===== src/rtl/multicycle_control_fsm.sv =====
// Multicycle datapath controller: sequences fetch/decode/execute/memory/writeback,
// drives datapath enables and mux selects, and decodes the ALU operation.
module multicycle_control_fsm #(
    parameter bit ILLEGAL_TRAP = 1'b0
) (
    input  logic       clk,
    input  logic       reset,
    input  logic [5:0] op,
    input  logic [5:0] funct,
    input  logic       zero,
    output logic [2:0] alucontrol,
    output logic       alusrca,
    output logic [1:0] alusrcb,
    output logic [1:0] pcsrc,
    output logic       pcen,
    output logic       irwrite,
    output logic       memwrite,
    output logic       iord,
    output logic       regwrite,
    output logic       regdst,
    output logic       memtoreg,
    output logic       instr_done,
    output logic       illegal,
    output logic [3:0] state
);

    typedef enum logic [3:0] {
        FETCH   = 4'd0,
        DECODE  = 4'd1,
        MEMADR  = 4'd2,
        MEMRD   = 4'd3,
        MEMWB   = 4'd4,
        MEMWR   = 4'd5,
        EXECUTE = 4'd6,
        ALUWB   = 4'd7,
        BRANCH  = 4'd8,
        ADDIEX  = 4'd9,
        ADDIWB  = 4'd10,
        JUMP    = 4'd11,
        HALT    = 4'd12
    } state_t;

    localparam logic [5:0] OP_LW   = 6'b100011;
    localparam logic [5:0] OP_SW   = 6'b101011;
    localparam logic [5:0] OP_R    = 6'b000000;
    localparam logic [5:0] OP_BEQ  = 6'b000100;
    localparam logic [5:0] OP_ADDI = 6'b001000;
    localparam logic [5:0] OP_J    = 6'b000010;

    state_t     cur;
    state_t     nxt;
    logic       pcwrite;
    logic       branch;
    logic [1:0] aluop;
    logic       irw;
    logic       memw;
    logic       regw;

    always_ff @(posedge clk or posedge reset) begin
        if (reset) cur <= FETCH;
        else       cur <= nxt;
    end

    always_comb begin
        nxt        = FETCH;
        pcwrite    = 1'b0;
        branch     = 1'b0;
        aluop      = 2'b00;
        alusrca    = 1'b0;
        alusrcb    = 2'b00;
        pcsrc      = 2'b00;
        irw        = 1'b0;
        memw       = 1'b0;
        iord       = 1'b0;
        regw       = 1'b0;
        regdst     = 1'b0;
        memtoreg   = 1'b0;
        instr_done = 1'b0;
        illegal    = 1'b0;
        unique case (cur)
            FETCH: begin
                irw     = 1'b1;
                pcwrite = 1'b1;
                alusrcb = 2'b01;
                nxt     = DECODE;
            end
            DECODE: begin
                alusrcb = 2'b11;
                case (op)
                    OP_LW, OP_SW: nxt = MEMADR;
                    OP_R:         nxt = EXECUTE;
                    OP_BEQ:       nxt = BRANCH;
                    OP_ADDI:      nxt = ADDIEX;
                    OP_J:         nxt = JUMP;
                    default: begin
                        illegal = 1'b1;
                        nxt     = ILLEGAL_TRAP ? HALT : FETCH;
                    end
                endcase
            end
            MEMADR: begin
                alusrca = 1'b1;
                alusrcb = 2'b10;
                nxt     = (op == OP_LW) ? MEMRD : MEMWR;
            end
            MEMRD: begin
                iord = 1'b1;
                nxt  = MEMWB;
            end
            MEMWB: begin
                regw       = 1'b1;
                memtoreg   = 1'b1;
                instr_done = 1'b1;
            end
            MEMWR: begin
                iord       = 1'b1;
                memw       = 1'b1;
                instr_done = 1'b1;
            end
            EXECUTE: begin
                alusrca = 1'b1;
                aluop   = 2'b10;
                nxt     = ALUWB;
            end
            ALUWB: begin
                regw       = 1'b1;
                regdst     = 1'b1;
                instr_done = 1'b1;
            end
            BRANCH: begin
                alusrca    = 1'b1;
                aluop      = 2'b01;
                pcsrc      = 2'b01;
                branch     = 1'b1;
                instr_done = 1'b1;
            end
            ADDIEX: begin
                alusrca = 1'b1;
                alusrcb = 2'b10;
                nxt     = ADDIWB;
            end
            ADDIWB: begin
                regw       = 1'b1;
                instr_done = 1'b1;
            end
            JUMP: begin
                pcsrc      = 2'b10;
                pcwrite    = 1'b1;
                instr_done = 1'b1;
            end
            HALT: begin
                illegal = 1'b1;
                nxt     = HALT;
            end
            default: nxt = FETCH;
        endcase
    end

    always_comb begin
        alucontrol = 3'b011;
        case (aluop)
            2'b00: alucontrol = 3'b010;
            2'b01: alucontrol = 3'b110;
            2'b10: begin
                case (funct)
                    6'b100000: alucontrol = 3'b010;
                    6'b100010: alucontrol = 3'b110;
                    6'b100100: alucontrol = 3'b000;
                    6'b100101: alucontrol = 3'b001;
                    6'b101010: alucontrol = 3'b111;
                    default:   alucontrol = 3'b011;
                endcase
            end
            default: alucontrol = 3'b011;
        endcase
    end

    // Reset must suppress every write even though state already reads FETCH
    assign pcen     = ~reset & (pcwrite | (branch & zero));
    assign irwrite  = ~reset & irw;
    assign memwrite = ~reset & memw;
    assign regwrite = ~reset & regw;
    assign state    = cur;

endmodule


===== config.mk =====
export PLATFORM = sky130hd
export DESIGN_NAME = multicycle_control_fsm
export DESIGN_NICKNAME = d
export VERILOG_FILES = /design/src/rtl/multicycle_control_fsm.sv
export SDC_FILE = /design/constraint.sdc
export NUM_CORES = 1
export LEC_CHECK = 0
export CAP_MARGIN = 20
export CELL_PAD_IN_SITES_DETAIL_PLACEMENT = 0
export CELL_PAD_IN_SITES_GLOBAL_PLACEMENT = 2
export CORE_MARGIN = 2
export CORE_UTILIZATION = 25
export CTS_CLUSTER_SIZE = 16
export DETAILED_ROUTE_END_ITERATION = 8
export DONT_BUFFER_PORTS = 1
export PLACE_DENSITY = 0.73
export SYNTH_ARGS = -nofsm -noshare
export SYNTH_HDL_FRONTEND = slang
export SYNTH_SLANG_ARGS = --single-unit
export TNS_END_PERCENT = 10

===== constraint.sdc =====
create_clock -name clk -period 1.24 [get_ports clk]
set_input_delay 0.124 -clock clk [delete_from_list [all_inputs] [get_ports clk]]
set_output_delay 0.124 -clock clk [all_outputs]
set_load 0.05 [all_outputs]

==> results.json <==
{
  "status": "complete, but fails checks",
  "violations": "negative setup slack",
  "postLayoutCoreUtil_pct": 67.4,
  "share_seq_of_total_power_pct": 9.5,
  "cts.sinks": 4,
  "placed_cells": 142,
  "crit_path_end_kind": "output port",
  "ir_worst_vdd_mv": 0.991,
  "r2r_end": "state[2]$_DFF_PP0_",
  "largest_reg_flops": 4,
  "io_buffer_count": 0,
  "fin_crit_sh_pct": 127,
  "syn_inst": 75,
  "switchingPower_mw": 1.30,
  "cts_tree": "built",
  "synth_warnings": 0,
  "critical_path.startpoint_type": "register",
  "clockBufferDepth": 2,
  "grt_pass1_wl_mm": 3.64,
  "grt_pass1_vias": 827,
  "die_x_um": 50.1,
  "p_leak_nw": 0.529,
  "syn_area_per_cell_um2": 7.09,
  "final_common_cell": "buf_4",
  "grt_overflow_total": 0,
  "num_vias": 737,
  "crit_slowest_cell": "dfrtp_2",
  "r2r_slack_ns": -0.20,
  "start_util_pct": 26.8,
  "clkTransAtPathRegs_ns": 0.04,
  "io_pins": 36,
  "finalWorstSetupSlack_ns": -0.339,
  "vias_per_cell": 4.91,
  "place_congestion": 0.768,
  "crit_type": "reg -> out",
  "drt_iter0_drc": 6,
  "cp_max_fo": 6,
  "critPathRequiredTime_ns": 1.12,
  "fmax_ghz": 0.634,
  "grt_max_degree": 9,
  "synth_seq_area_share_pct": 18.8,
  "dieArea_um2": 2510,
  "drive_above_1_share_pct": 73.2,
  "fin_hold_ws_ns": 0.0983,
  "post-place-ws_ns": -0.165,
  "detailed_place_hpwl_mm": 1.52,
  "crit_arrival_ns": 1.45,
  "min_period_ns": 1.58,
  "reg2reg_depth": 4,
  "antenna_left": 0,
  "nets": 139,
  "synth_cell_type_count": 35,
  "clockPowerShare_pct": 7.3,
  "numCtsBuffers": 3,
  "post_drt_wl_per_cell_um": 14.1,
  "coreArea_um2": 1980,
  "cts_root_buffer": "clkbuf_4",
  "die_h_um": 50.1,
  "crit_chain": "nand2b_4, nor3b_2, a21oi_2, nor2_2, buf_12",
  "slew_violations": 0,
  "synth_fp_nets": 90,
  "worst_slew_pin_slew_ns": 0.442,
  "final_area_um2": 1340,
  "synth_area_um2": 532,
  "num_antenna_cells": 0,
  "wl_mm": 2.11,
  "clk_latency_ns": 0.24,
  "htreeDepth": 1,
  "drv_cap": 0,
  "p_per_area_nw_per_um2": 1930,
  "rows": 16,
  "max_slew_margin_pct": 70.5,
  "crit_path_max_incr_delay_ns": 0.44,
  "grt_use_total_pct": 18.8,
  "antenna_found_initial": 0,
  "power.internal_mw": 1.28,
  "pwr-share-comb_pct": 83.2,
  "worstReg2RegStart": "state[2]$_DFF_PP0_",
  "synth_seq_cells": 4,
  "finClkSkew_ns": 0.00515,
  "stdcell_count": 150,
  "crit_end": "alucontrol[2]",
  "drc": 0,
  "syn2layout_area_growth_pct": 151,
  "setup_viol": 18,
  "hold_path_class": "in -> reg",
  "rsz0062_at_grt": "yes",
  "critPathLaunch": "state[3]$_DFF_PP0_",
  "finalHoldViolations": 0,
  "place_area_um2": 1090,
  "final_cell_mix": "24 x buf_4, 12 x buf_6, 10 x buf_12",
  "p_sw_share_pct": 50.3,
  "first_pass_iters": 4
}
==> routing by layer <==
metal  share of wire [%]  GRT usage (%)  vias up
li1                    -              -      372
met2                  51           31.4       26
met4                   0           6.94        0
met5                   0              0        -
met1                  45           24.8      339
met3                 3.5           1.52        0
==> worst min-delay path by stage <==
stage          start                  to  slack, ns  cells past startpoint
5_1_grt        op[5]  state[0]$_DFF_PP0_       0.12                      3
2_1_floorplan  reset  state[0]$_DFF_PP0_      -0.11                      1
3_5_place_dp   reset  state[0]$_DFF_PP0_      -0.09                      1
6_report       op[5]  state[0]$_DFF_PP0_        0.1                      3
4_1_cts        op[5]  state[0]$_DFF_PP0_        0.1                      3
3_3_place_gp   reset  state[0]$_DFF_PP0_       -0.1                      1
==> per-stage QoR <==
stage	TNS (ns)	power, mW
floorplan	-8.57	1.30
global placement	-0.926	2.05
detailed placement	-1.11	2.07
CTS	-4.60	2.46
global route	-5.63	2.70
finish	-4.42	2.58
==> power groups by stage <==
stage | clock, mW | sequential [mW] | combinational [mW]
CTS | 0.193 | 0.236 | 2.03
global placement | 0 | 0.220 | 1.83
detailed placement | 0 | 0.222 | 1.85
finish | 0.188 | 0.245 | 2.15
global route | 0.205 | 0.253 | 2.25
floorplan | 0 | 0.324 | 0.976
==> cell type report <==
type | count | area [µm²]
multi-input combinational | 62 | 599
inverter | 4 | 15.0
sequential | 4 | 105
clock buffer | 4 | 26.3
tap | 27 | 33.8
fill | 156 | 647
timing repair buffer | 49 | 556
==> cell families (layout without fill, tap and decap cells) <==
group / Yosys count / count (layout) / synth area share (%)
flops: 4 / 4 / 18.8
compound gates: 21 / 21 / 25.4
xor+xnor: 3 / 3 / 4.94
buf+inv: 9 / 57 / 9.88
simple gates: 37 / 37 / 39.1
mux: 1 / 1 / 1.88
==> worst max-delay path, delay by kind of cell, from the launching register on <==
family | cells | cell delay (ns)
and+or+nand+nor | 3 | 0.55
DFF | 1 | 0.44
buffers and inverters | 1 | 0.15
AOI/OAI and AO/OA | 1 | 0.08
==> synthesized netlist by cell type <==
| cell | count | area [µm²] |
|---|---|---|
| o21ai_1 | 2 | 10.0 |
| and3_1 | 1 | 6.26 |
| nor2_1 | 10 | 37.5 |
| xor2_1 | 3 | 26.3 |
| o21ai_0 | 2 | 10.0 |
| a211oi_1 | 1 | 7.51 |
| o31ai_1 | 3 | 22.5 |
| a21oi_1 | 6 | 30.0 |
| clkbuf_1 | 1 | 3.75 |
| nand3_1 | 3 | 15.0 |
| buf_6 | 2 | 22.5 |
| nor4b_1 | 1 | 8.76 |
| o22ai_1 | 2 | 12.5 |
| dfrtp_1 | 4 | 100 |
| nand2_1 | 3 | 11.3 |
| and2b_1 | 1 | 7.51 |
| and2_1 | 1 | 6.26 |
| or2_2 | 1 | 6.26 |
| inv_1 | 4 | 15.0 |
| or4b_1 | 1 | 10.0 |
| a221oi_1 | 1 | 8.76 |
| nor4_2 | 1 | 12.5 |
| a21boi_1 | 1 | 7.51 |
| a31oi_1 | 1 | 6.26 |
| nand4b_1 | 1 | 8.76 |
| nor4_1 | 1 | 6.26 |
| nor3b_1 | 3 | 22.5 |
| o211ai_2 | 1 | 12.5 |
| o211ai_1 | 1 | 7.51 |
| nor3_1 | 6 | 30.0 |
| buf_1 | 1 | 3.75 |
| nand2b_1 | 2 | 12.5 |
| mux2i_1 | 1 | 10.0 |
| nand4_1 | 1 | 6.26 |
| buf_4 | 1 | 7.51 |
==> timing repair <==
action	4_1_cts	5_1_grt
hold buffers	1	0
setup buffers	0	3
gates resized for setup	30	15
setup endpoints to repair	19	20
pin swaps	6	6
hold endpoints to repair	4	0
cloned	0	0
(Power assumes the default switching activity.)
